$ cat src/rtl/multicycle_controller.sv
// multicycle_controller
//   Moore control FSM for a multicycle MIPS datapath with a shared
//   instruction/data memory. Sequences fetch, decode, execute, memory and
//   writeback over several cycles, stalls on a memory-ready handshake,
//   supports an immediate-ALU class and flags unsupported instructions.
//
// Ports:
//   clk        rising-edge clock
//   rst_n      synchronous active-low reset
//   op, funct  opcode / funct fields from the instruction register
//   zero       ALU zero flag (used only for branch resolution)
//   mem_ready  memory access completes this cycle
//   iord       memory address select (0 = PC, 1 = ALUOut)
//   mem_write  memory write enable
//   ir_write   instruction register load
//   pc_en      PC load enable
//   pc_src     00 = ALU result, 01 = ALUOut, 10 = jump target
//   alu_src_a  0 = PC, 1 = register A
//   alu_src_b  00 = B, 01 = 4, 10 = ext imm, 11 = sign-ext imm << 2
//   alu_ctl    000 and, 001 or, 010 add, 110 sub, 111 slt (zero-extended)
//   ext_op     1 = sign-extend, 0 = zero-extend immediate
//   reg_dst    1 = rd, 0 = rt
//   mem_to_reg 1 = memory data, 0 = ALUOut
//   reg_write  register file write enable
//   illegal_op one-cycle pulse on an unsupported instruction
//   state      current state encoding (debug)
module multicycle_controller #(
    parameter int ALUCTL_W      = 3,
    parameter bit USE_MEM_READY = 1'b1
) (
    input  logic                clk,
    input  logic                rst_n,
    input  logic [5:0]          op,
    input  logic [5:0]          funct,
    input  logic                zero,
    input  logic                mem_ready,
    output logic                iord,
    output logic                mem_write,
    output logic                ir_write,
    output logic                pc_en,
    output logic [1:0]          pc_src,
    output logic                alu_src_a,
    output logic [1:0]          alu_src_b,
    output logic [ALUCTL_W-1:0] alu_ctl,
    output logic                ext_op,
    output logic                reg_dst,
    output logic                mem_to_reg,
    output logic                reg_write,
    output logic                illegal_op,
    output logic [3:0]          state
);

    localparam logic [3:0] S_FETCH  = 4'd0;
    localparam logic [3:0] S_DECODE = 4'd1;
    localparam logic [3:0] S_MEMADR = 4'd2;
    localparam logic [3:0] S_MEMRD  = 4'd3;
    localparam logic [3:0] S_MEMWB  = 4'd4;
    localparam logic [3:0] S_MEMWR  = 4'd5;
    localparam logic [3:0] S_EXEC   = 4'd6;
    localparam logic [3:0] S_ALUWB  = 4'd7;
    localparam logic [3:0] S_BRANCH = 4'd8;
    localparam logic [3:0] S_IEXEC  = 4'd9;
    localparam logic [3:0] S_IWB    = 4'd10;
    localparam logic [3:0] S_JUMP   = 4'd11;

    localparam logic [2:0] ALU_AND = 3'b000;
    localparam logic [2:0] ALU_OR  = 3'b001;
    localparam logic [2:0] ALU_ADD = 3'b010;
    localparam logic [2:0] ALU_SUB = 3'b110;
    localparam logic [2:0] ALU_SLT = 3'b111;

    localparam logic [5:0] OP_RTYPE = 6'b000000;
    localparam logic [5:0] OP_LW    = 6'b100011;
    localparam logic [5:0] OP_SW    = 6'b101011;
    localparam logic [5:0] OP_BEQ   = 6'b000100;
    localparam logic [5:0] OP_BNE   = 6'b000101;
    localparam logic [5:0] OP_ADDI  = 6'b001000;
    localparam logic [5:0] OP_ANDI  = 6'b001100;
    localparam logic [5:0] OP_ORI   = 6'b001101;
    localparam logic [5:0] OP_SLTI  = 6'b001010;
    localparam logic [5:0] OP_J     = 6'b000010;

    logic [3:0] state_reg, state_next;
    logic       bne_q_reg, bne_q_next;
    logic       ready;

    // R-type and immediate decode; the IR holds op/funct for the whole
    // instruction, so EXEC/IEXEC can decode them directly.
    logic       funct_ok, imm_ok, imm_zext;
    logic [2:0] funct_ctl, imm_ctl, ctl3;

    // Raw enables before the reset gate.
    logic ir_write_raw, pc_write, branch, mem_write_raw, reg_write_raw;

    assign ready = mem_ready | ~USE_MEM_READY;

    always_comb begin
        funct_ok  = 1'b1;
        funct_ctl = ALU_ADD;
        case (funct)
            6'b100000: funct_ctl = ALU_ADD;
            6'b100010: funct_ctl = ALU_SUB;
            6'b100100: funct_ctl = ALU_AND;
            6'b100101: funct_ctl = ALU_OR;
            6'b101010: funct_ctl = ALU_SLT;
            default:   funct_ok  = 1'b0;
        endcase
    end

    always_comb begin
        imm_ok   = 1'b1;
        imm_ctl  = ALU_ADD;
        imm_zext = 1'b0;
        case (op)
            OP_ADDI: imm_ctl = ALU_ADD;
            OP_ANDI: begin imm_ctl = ALU_AND; imm_zext = 1'b1; end
            OP_ORI:  begin imm_ctl = ALU_OR;  imm_zext = 1'b1; end
            OP_SLTI: imm_ctl = ALU_SLT;
            default: imm_ok = 1'b0;
        endcase
    end

    always_ff @(posedge clk) begin
        if (!rst_n) begin
            state_reg <= S_FETCH;
            bne_q_reg <= 1'b0;
        end else begin
            state_reg <= state_next;
            bne_q_reg <= bne_q_next;
        end
    end

    always_comb begin
        state_next = state_reg;
        bne_q_next = bne_q_reg;
        illegal_op = 1'b0;
        case (state_reg)
            S_FETCH: if (ready) state_next = S_DECODE;
            S_DECODE: begin
                if (op == OP_LW || op == OP_SW) begin
                    state_next = S_MEMADR;
                end else if (op == OP_RTYPE && funct_ok) begin
                    state_next = S_EXEC;
                end else if (op == OP_BEQ || op == OP_BNE) begin
                    state_next = S_BRANCH;
                    bne_q_next = op[0];
                end else if (imm_ok) begin
                    state_next = S_IEXEC;
                end else if (op == OP_J) begin
                    state_next = S_JUMP;
                end else begin
                    state_next = S_FETCH;
                    illegal_op = 1'b1;
                end
            end
            S_MEMADR: state_next = (op == OP_SW) ? S_MEMWR : S_MEMRD;
            S_MEMRD:  if (ready) state_next = S_MEMWB;
            S_MEMWR:  if (ready) state_next = S_FETCH;
            S_EXEC:   state_next = S_ALUWB;
            S_IEXEC:  state_next = S_IWB;
            default:  state_next = S_FETCH;
        endcase
    end

    always_comb begin
        iord          = 1'b0;
        mem_write_raw = 1'b0;
        ir_write_raw  = 1'b0;
        pc_write      = 1'b0;
        branch        = 1'b0;
        pc_src        = 2'b00;
        alu_src_a     = 1'b0;
        alu_src_b     = 2'b00;
        ctl3          = ALU_ADD;
        ext_op        = 1'b1;
        reg_dst       = 1'b0;
        mem_to_reg    = 1'b0;
        reg_write_raw = 1'b0;
        case (state_reg)
            S_FETCH: begin
                alu_src_b    = 2'b01;
                ir_write_raw = ready;
                pc_write     = ready;
            end
            S_DECODE: alu_src_b = 2'b11;
            S_MEMADR: begin
                alu_src_a = 1'b1;
                alu_src_b = 2'b10;
            end
            S_MEMRD: iord = 1'b1;
            S_MEMWB: begin
                mem_to_reg    = 1'b1;
                reg_write_raw = 1'b1;
            end
            S_MEMWR: begin
                iord          = 1'b1;
                mem_write_raw = ready;
            end
            S_EXEC: begin
                alu_src_a = 1'b1;
                ctl3      = funct_ctl;
            end
            S_ALUWB: begin
                reg_dst       = 1'b1;
                reg_write_raw = 1'b1;
            end
            S_BRANCH: begin
                alu_src_a = 1'b1;
                ctl3      = ALU_SUB;
                pc_src    = 2'b01;
                branch    = 1'b1;
            end
            S_IEXEC: begin
                alu_src_a = 1'b1;
                alu_src_b = 2'b10;
                ctl3      = imm_ctl;
                ext_op    = ~imm_zext;
            end
            S_IWB: reg_write_raw = 1'b1;
            S_JUMP: begin
                pc_src   = 2'b10;
                pc_write = 1'b1;
            end
            default: ;
        endcase
    end

    assign alu_ctl = ALUCTL_W'(ctl3);

    // Write enables are held off combinationally while reset is asserted so
    // an abandoned instruction can never commit a partial result.
    assign ir_write  = ir_write_raw  & rst_n;
    assign mem_write = mem_write_raw & rst_n;
    assign reg_write = reg_write_raw & rst_n;
    assign pc_en     = (pc_write | (branch & (bne_q_reg ^ zero))) & rst_n;
    assign state     = state_reg;

endmodule

$ cat config.mk
export PLATFORM = sky130hd
export DESIGN_NAME = multicycle_controller
export DESIGN_NICKNAME = d
export VERILOG_FILES = /design/src/rtl/multicycle_controller.sv
export SDC_FILE = /design/constraint.sdc
export NUM_CORES = 1
export LEC_CHECK = 0
export CAP_MARGIN = 20
export CELL_PAD_IN_SITES_DETAIL_PLACEMENT = 2
export CELL_PAD_IN_SITES_GLOBAL_PLACEMENT = 2
export CORE_MARGIN = 3
export CORE_UTILIZATION = 32
export CTS_CLUSTER_SIZE = 16
export DETAILED_ROUTE_END_ITERATION = 10
export DONT_BUFFER_PORTS = 1
export PLACE_DENSITY_LB_ADDON = 0.1
export REMOVE_ABC_BUFFERS = 1
export SLEW_MARGIN = 20
export SYNTH_ARGS = -nofsm -noshare
export SYNTH_HDL_FRONTEND = slang
export SYNTH_SLANG_ARGS = --single-unit
$ cat constraint.sdc
create_clock -name clk -period 2.98 [get_ports clk]
set_input_delay 0.149 -clock clk [delete_from_list [all_inputs] [get_ports clk]]
set_output_delay 0.149 -clock clk [all_outputs]
set_load 0.01 [all_outputs]
==> results of run 1 <==
[cells in the mapped netlist (3+ instances only)]
master / count / area (sq um)
nand2b_1: 5 / 31.28
nor3_1: 4 / 20.02
nor2_1: 13 / 48.80
dfxtp_1: 5 / 100.1
nand2_1: 18 / 67.56
o21ai_0: 6 / 30.03
mux2i_1: 4 / 40.04
clkbuf_1: 4 / 15.01
nor2b_1: 3 / 18.77
a21oi_1: 11 / 55.05
nor3b_1: 3 / 22.52
[metrics by stage]
stage               area, sq um  utilization [%]  hold slack (ns)
floorplan                 708.2                -           0.2665
global route              768.2            36.90         0.008846
global placement          742.0            35.64           0.2713
CTS                       768.2            36.90          0.01379
detailed placement        742.0            35.64           0.2727
finish                    768.2            36.90          0.02129
[layer usage]
| metal | part of all wire (%) | track usage (%) | vias to the layer above | wire, um |
|---|---|---|---|---|
| met5 | 0 | 0 | - | 0 |
| li1 | - | - | 405 | - |
| met2 | 49 | 32.07 | 27 | 1217 |
| met4 | 0.40 | 3.734 | 0 | 10 |
| met3 | 6.2 | 4.905 | 2 | 154 |
| met1 | 44 | 22.80 | 390 | 1108 |
[kinds of logic after synthesis]
group           share of synthesized area (%)
mux                                     5.378
simple gates                            42.02
compound gates                          32.10
xor+xnor                                1.177
buf+inv                                 5.882
flops                                   13.45
[worst paths after layout]
path,endpoint,slack [ns],depth (start not counted)
setup / recovery,reg_write,0.79,4
hold / removal,state[3]$_SDFFE_PN0P_,0.02,1
setup reg to reg,state[0]$_SDFFE_PN0P_,1.03,5
hold reg to reg,bne_q_reg$_SDFFE_PN0P_,0.53,2
[critical path, cell delays in order (launching register included)]
cell      delay, ns
dfxtp_1        0.80
nand2b_1       0.26
nor3_1         0.42
a21oi_1        0.08
nor2b_1        0.23
[area by class of cell]
type | count | area (sq um) | area share [%]
multi-input cells | 99 | 600.6 | 78.18
flip-flops and latches | 5 | 100.1 | 13.03
well taps | 27 | 33.78 | 4.397
clock buffers | 4 | 26.28 | 3.420
inverters | 2 | 7.507 | 0.9772
[power by group through the flow]
stage          Sequential [W]  Clock (W)  Combinational, W
2_1_floorplan       0.0000801          0         0.0000615
3_3_place_gp        0.0000836          0         0.0000735
3_5_place_dp        0.0000840          0         0.0000750
4_1_cts             0.0000828  0.0000845         0.0000755
5_1_grt             0.0000845  0.0000895         0.0000842
6_report            0.0000824  0.0000807         0.0000749
==> results.md, run 1 <==
- Outcome: completed
- Sw Share: around 36%
- Die Y: 54.24 um
- Max FFs per register: 4
- Clock root cell: clkbuf_4
- PwrDens: 309.7 nW/um^2
- Clk pwr share: 33.9%
- Static leakage: between 0.2 and 0.3 nW
- Area grow syn2layout: 3.193%
- Hold Buf Count CTS: 0
- Vias post-DR: 824
- Routed vias/inst: 6.015
- Pint: 0.0001518 W
- Count of flip-flops with a built-in enable after synthesis: 0
- CTS sink cnt: 5
- Startpoint Class: flip-flop
- CP Data Arrival Time: roughly 2.0 ns
- H-tree depth: 1
- Rows: 16
- Worst-skew pair later-pin latency: 0.25 ns
- Synthesized flop and latch total: 5
- Worst Hold Class: in -> reg
- Hold Startpoint: rst_n
- CP startpoint: state[2]$_SDFFE_PN0P_
- Most frequent cells in the layout: 18 x nand2_1, 13 x nor2_1, 11 x a21oi_1
- Wire length per cell: between 15 and 20 um
- Minimum clock period after layout: around 2.2 ns
- Placed cells: between 100 and 150
- Final setup viols: 0
- Register share of total power: between 30 and 40%
- Ys flop type: dfxtp_1
- Worst clock skew: 0.003209 ns
- Combinational power share: a little under a third
- Router iterations before antenna repair: 4
- Fillers: 279
- Synth cell types: 38
- Crit-path max FO: 20
- Starting Density: 35.76%
- Gr ovfl total: 0
- Total Die Area: just under 3000 sq um
- Placement Setup Slack: 1.029 ns
- Final hold vios: 0
- Largest net degree at the start of global routing: 21
- Post-DRT Antenna Nets: 0
- Fin Setup TNS: 0 ns
- Post-Syn Area per Cell: between 6 and 7 sq um
- Least-Margin Pin Slew: between 0.7 and 0.8 ns
- Nets: about 130
- Reg2Reg Launch Point: state[0]$_SDFFE_PN0P_
- Commonest non-fill, non-tap cell in the layout: nand2_1
- Post_cts resized: 0
- NetSw: approximately 0.000086 W
- Max-Cap Viols: 0
- Slew Limit Fails: 0
- Core area: 2082 sq um
- ANT cells: 0
- Layout cells sized above 1: under 10%
- Clock Path Buffers: 2
- Worst endpoint required time: 2.83 ns
- Boundary Pins: 37
- CP Capture Type: output port
- DRC Markers: 0
- Drt total wl: ~2500 um
- CTS Buf Count: 3
- Vias in the first global route: 848
- First-pass GRT wire length: between 3000 and 4000 um
- RSZ-0062 raised after global routing: false
- Initial antenna violation count: 0
- Setup CP Type: reg -> out
- Sequential area share after synthesis: approximately 13%
- Worst Slack Setup Final: about 0.79 ns
- Async S/R FF share, synth: 0%
- Die width: roughly 54 um
- CTS tree: yes
- Fin crit share: approximately 74%
- Worst vdd ir: ~0.17 mV
- 1st-iter DRT viols: 8
- Post-CTS setup repair buffer count: 0
- Worst rel slew slack: between 40% and 50%
- Ys Warns: 0
- Total GRT Usage: a little under a fifth
- Pwr Total: roughly 0.00024 W
- Clock slew seen by the registers of the worst setup and hold paths: about 0.040 ns
- Hpwl dp: slightly below 2000 um
- Routability cong.: slightly above 0.7
- IO Port Bufs: 0
- Fmax: 456.1 MHz
- Cells after synthesis: 113
- Area of the mapped netlist: roughly 740 sq um
- Layout Cells excl Fill: ~140
No activity file was read; power rests on OpenSTA's default activity.
==> run 2, diff against run 1 <==
--- a/config.mk
+++ b/config.mk
@@ -9,7 +9,7 @@
 export CELL_PAD_IN_SITES_DETAIL_PLACEMENT = 2
 export CELL_PAD_IN_SITES_GLOBAL_PLACEMENT = 2
 export CORE_MARGIN = 3
-export CORE_UTILIZATION = 32
+export CORE_UTILIZATION = 30
 export CTS_CLUSTER_SIZE = 16
 export DETAILED_ROUTE_END_ITERATION = 10
 export DONT_BUFFER_PORTS = 1
==> constraint.sdc (replaced) <==
create_clock -name clk -period 2.23 [get_ports clk]
set_input_delay 0.1115 -clock clk [delete_from_list [all_inputs] [get_ports clk]]
set_output_delay 0.1115 -clock clk [all_outputs]
set_load 0.01 [all_outputs]
==> run 2 against run 1 <==
Compared with the run above: critical path depth is 1 higher; power increased by 35%; routed wire length grew 2.7%; sequential share of layout area is 0.55 points lower; non-clock buffer count grew 4; critical endpoint is now alu_ctl[0]; clock power rose by 30%; combinational power is 58% higher; final cell count increased by 3.6%.
==> results.md, run 2 (synthesis results as in run 1) <==
- Outcome: completed
- First-pass GRT wire length: between 4000 and 5000 um
- Layout cells sized above 1: 7.895%
- Max FFs per register: 4
- Startpoint Class: flip-flop
- Minimum clock period after layout: roughly 2.0 ns
- Gr ovfl total: 0
- CTS tree: yes
- Combinational power share: 36.7%
- Vias post-DR: roughly 830
- Max-Cap Viols: 0
- Least-Margin Pin Slew: roughly 0.60 ns
- Final setup viols: 0
- Boundary Pins: 37
- Reg2reg setup slack: roughly 0.56 ns
- CP Capture Type: output port
- Reg-to-reg endpoint: state[0]$_SDFFE_PN0P_
- Core area: approximately 2300 sq um
- CTS Buf Count: 3
- Nets: roughly 130
- Routed vias/inst: 5.817
- Final hold vios: 0
- Area grow syn2layout: 7.731%
- Rows: 17
- Die width: roughly 56 um
- R2R depth: 5
- Worst rel slew slack: between 50% and 60%
- Router iterations before antenna repair: 3
- CP startpoint: state[2]$_SDFFE_PN0P_
- Routability cong.: around 0.72
- RSZ-0062 raised after global routing: false
- Worst endpoint required time: between 2 and 2.5 ns
- H-tree depth: 1
- Total GRT Usage: between 10% and 20%
- ANT cells: 0
- Drt total wl: approximately 2600 um
- Clock root cell: clkbuf_4
- Wire length per cell: roughly 18 um
- Clock slew seen by the registers of the worst setup and hold paths: approximately 0.040 ns
- Fmax: about 500 MHz
- Hold Path Cell Cnt: 1
- 1st-iter DRT viols: 9
- Min-Delay Endpoint: state[0]$_SDFFE_PN0P_
- Layout Cells excl Fill: around 140
- Worst Slack Setup Final: 0.2399 ns
- Die Y: approximately 56 um
- Total Die Area: around 3100 sq um
- Hold Startpoint: rst_n
- Clk pwr share: around 33%
- NetSw: approximately 0.00011 W
- Worst Hold Class: in -> reg
- Placed cells: around 140
- Post-DRT Antenna Nets: 0
- Starting Density: 32.71%
- Static leakage: around 0.29 nW
- Fin Setup TNS: 0 ns
- Commonest non-fill, non-tap cell in the layout: nand2_1
- Placement Setup Slack: a little under 0.5 ns
- Crit-path max FO: 16
- Fin crit share: around nine tenths
- CTS sink cnt: 5
- Pint: around 0.00021 W
- Setup CP Type: reg -> out
- Largest net degree at the start of global routing: 17
- Reg2Reg Launch Point: state[3]$_SDFFE_PN0P_
- Vias in the first global route: between 800 and 900
- CP Data Arrival Time: 1.88 ns
- Clock Path Buffers: 2
- Worst hold margin: 0.005434 ns
- Sw Share: a little over a third
- DRC Markers: 0
- PwrDens: 401.5 nW/um^2
- Initial antenna violation count: 0
- IO Port Bufs: 0
- Most frequent cells in the layout: 18 x nand2_1, 13 x nor2_1, 11 x a21oi_1
- Register share of total power: between 30 and 40%
- Slew Limit Fails: 0
- Worst clock skew: ~0.0026 ns
- Worst vdd ir: 0.3342 mV
- Hpwl dp: 2029 um
- Worst-skew pair later-pin latency: around 0.24 ns
==> run 2: how the worst max path moves through the flow <==
stage                                  end  cells past startpoint
floorplan           bne_q_reg$_SDFFE_PN0P_                      5
global placement                alu_ctl[1]                      4
detailed placement              alu_ctl[0]                      5
CTS                             alu_ctl[0]                      5
global route                    alu_ctl[0]                      5
finish                          alu_ctl[0]                      5
==> run 2: area by class of cell <==
class                           count  area [sq um]
Fill cell                         280          1474
Multi-Input combinational cell     99         600.6
Sequential cell                     5         100.1
Tap cell                           28         35.03
Timing Repair Buffer                4         32.53
Clock buffer                        4         26.28
Inverter                            2         7.507
==> run 2: metrics by stage <==
step                utilization [%]  total power (W)  cell area [sq um]
detailed placement            33.64        0.0002177              765.7
finish                        35.24        0.0003220              802.0
CTS                           35.24        0.0003259              802.0
floorplan                         -        0.0001893              708.2
global route                  35.24        0.0003495              802.0
global placement              33.64        0.0002150              765.7
==> run 2: what timing repair did <==
action                                 CTS  global route
resized for setup                        0             0
hold buffers                             1             0
buffers inserted                         0             0
endpoints found under the hold margin    1             0
==> run 2: worst max-delay path, stage by stage (launching register included) <==
cell and delay (ns):
dfxtp_1 0.63, buf_4 0.24, nand2_1 0.08, nor4_1 0.37
nand2_1 0.11, o21ai_0 0.20
==> run 2: per-layer routing <==
layer | global-route usage (%) | wire length, um | vias to the layer above
met2 | 27.70 | 1224 | 23
met5 | 0 | 0 | -
li1 | - | - | 419
met4 | 2.034 | 0 | 0
met3 | 6.265 | 178 | 0
met1 | 19.94 | 1155 | 384
==> run 2: power groups by stage <==
stage / Clock [W] / Sequential, W / Combinational [W]
2_1_floorplan: 0 / 0.000107 / 0.0000822
3_3_place_gp: 0 / 0.000100 / 0.000115
3_5_place_dp: 0 / 0.000100 / 0.000117
4_1_cts: 0.000108 / 0.0000986 / 0.000120
5_1_grt: 0.000117 / 0.0000994 / 0.000133
6_report: 0.000105 / 0.0000986 / 0.000118
==> run 3, diff against run 2 <==
==> constraint.sdc (replaced) <==
create_clock -name clk -period 2.23 [get_ports clk]
set_input_delay 0.1115 -clock clk [delete_from_list [all_inputs] [get_ports clk]]
set_output_delay 0.1115 -clock clk [all_outputs]
set_load 0.1 [all_outputs]
==> run 3 against run 2 <==
Compared with the run above: count of clock-buffer cells in the layout is the same; flip-flop and latch count unchanged; global-route usage rose by 6.4 points; first-iteration DRC count rose by 100%; power rose by 52%; final cell count grew 13%; critical endpoint is now reg_write; largest cell class unchanged; largest power group unchanged.
==> results.md, run 3 (synthesis results as in run 1) <==
- Nets: 150
- Max-Cap Viols: 0
- Wire length per cell: between 20 and 25 um
- Outcome: completed
- Worst Slack Setup Final: 0.2391 ns
- Worst path max stage delay: approximately 0.57 ns
- Worst Hold Class: in -> reg
- Register area: 101.3 sq um
- CTS sink cnt: 5
- Fmax: approximately 500 MHz
- Crit-path max FO: 11
- Post-DRT Antenna Nets: 0
- Die Y: around 56 um
- Worst vdd ir: ~0.37 mV
- Most frequent cells in the layout: 18 x nand2_1, 11 x buf_12, 9 x a21oi_1
- Vias post-DR: between 900 and 1,000
- Boundary Pins: 37
- Fin crit share: roughly 89%
- Area grow syn2layout: 60.84%
- Worst rel slew slack: between 60% and 70%
- ANT cells: 0
- Rows: 17
- Routed vias/inst: 5.826
- Commonest non-fill, non-tap cell in the layout: nand2_1
- Static leakage: ~0.45 nW
- Slew Limit Fails: 0
- Largest net degree at the start of global routing: 18
- DRC Markers: 0
- CP Capture Type: output port
- Pwr Total: 0.0004887 W
- Final core occ: 52.61%
- Worst clock skew: between 0.001 and 0.0015 ns
- Routability cong.: roughly 0.8
- Total Die Area: between 3000 and 4000 sq um
- Worst-skew pair later-pin latency: roughly 0.24 ns
- Max FFs per register: 4
- RSZ-0062 raised after global routing: false
- Router iterations before antenna repair: 4
- Layout cells sized above 1: roughly a third
- IO Port Bufs: 0
- Hold Path Cell Cnt: 1
- Reg2reg setup slack: between 0.5 and 0.6 ns
- Fillers: between 200 and 300
- Hpwl dp: about 2800 um
- Hold Startpoint: rst_n
- R2R depth: 5
- Total GRT Usage: between 20% and 30%
- Reg-to-reg endpoint: state[0]$_SDFFE_PN0P_
- Final hold vios: 0
- H-tree depth: 1
- Core area: 2276 sq um
- Footprint of the multi-input gates: between 600 and 700 sq um
- Placement Setup Slack: 0.3645 ns
- Worst endpoint required time: roughly 2.1 ns
- Drt total wl: roughly 3300 um
- Clock Path Buffers: 2
- Vias in the first global route: 1,049
- Cell-by-cell trace of the critical path: buf_6 > nand2_1 > mux2i_1 > a21oi_1 > nor2b_2 > buf_12
- Final setup viols: 0
- Fin Setup TNS: 0 ns
- Initial antenna violation count: 0
- PwrDens: just over 400 nW/um^2
- Startpoint Class: flip-flop
- Clock slew seen by the registers of the worst setup and hold paths: approximately 0.040 ns
- Least-Margin Pin Slew: 0.4839 ns
- Clock root cell: clkbuf_4
- First-pass GRT wire length: about 5700 um
- CTS Buf Count: 3
- Worst hold margin: 0.03249 ns
- Minimum clock period after layout: around 2 ns
- CTS tree: yes
- Gr ovfl total: 0
- Min-Delay Endpoint: state[1]$_SDFFE_PN0P_
- Setup CP Type: reg -> out
- CP Data Arrival Time: 1.88 ns
- Reg2Reg Launch Point: state[1]$_SDFFE_PN0P_
- 1st-iter DRT viols: 18
- Die width: 55.82 um
- Starting Density: roughly 33%
- Critical Path Slowest Stage Cell: dfxtp_1
## run 3: cell count changes in the layout (fill, tap and decap cells not counted), moves of 3 or more
| cell | before | now |
|---|---|---|
| nor3_1 | 4 | 1 |
| buf_4 | 3 | 7 |
| nor2_1 | 13 | 8 |
| buf_12 | 0 | 11 |
| clkbuf_16 | 0 | 3 |
| nor2_2 | 0 | 5 |
| nor3_2 | 0 | 3 |
## run 3: routing by layer
metal  GRT usage, %  routed length [um]  vias up
met4          5.085                   0        0
met2          41.72                1820       21
li1               -                   -      454
met5              0                   0        -
met3          2.784                  98        0
met1          27.76                1420      463
## run 3: worst max-delay path by stage
| stage | startpoint | endpoint | slack, ns | cells past startpoint |
|---|---|---|---|---|
| 4_1_cts | state[3]$_SDFFE_PN0P_ | reg_write | 0.1 | 6 |
| 3_3_place_gp | state[3]$_SDFFE_PN0P_ | reg_write | 0.49 | 6 |
| 3_5_place_dp | state[3]$_SDFFE_PN0P_ | reg_write | 0.36 | 6 |
| 2_1_floorplan | state[2]$_SDFFE_PN0P_ | reg_write | -3.00 | 4 |
| 6_report | state[3]$_SDFFE_PN0P_ | reg_write | 0.24 | 6 |
| 5_1_grt | state[3]$_SDFFE_PN0P_ | reg_write | 0.07 | 6 |
## run 3: repair_timing
action	4_1_cts	5_1_grt
setup endpoints to repair	0	2
setup buffers	0	0
hold endpoints to repair	0	2
resized for setup	0	2
hold buffers	0	1
## run 3: layout make-up
type                    count  area share [%]
flip-flops and latches      5           8.464
clock buffers               4           2.194
multi-input cells          99           54.96
well taps                  28           2.926
inverters                   2          0.6270
repair buffers             23           30.83
## run 3: critical path, delay by kind of cell, from the launching register on
family	cells	cell delay (ns)
DFF	1	0.57
AOI/OAI and AO/OA	1	0.10
buffers and inverters	2	0.52
muxes	1	0.14
and+or+nand+nor	2	0.30
## run 3: through the flow
step | instance area (sq um) | instances
finish | 1197 | 161
global route | 1197 | 161
global placement | 1151 | 156
floorplan | 708.2 | 106
CTS | 1177 | 160
detailed placement | 1151 | 156
## run 3: report_power, final
group | leakage, nW | total, W | switching (W) | internal, W
registers | 0.0411 | 0.0000979 | 0.00000440 | 0.0000934
clock network | 0.0150 | 0.000104 | 0.0000360 | 0.0000676
logic | 0.397 | 0.000287 | 0.000196 | 0.0000909
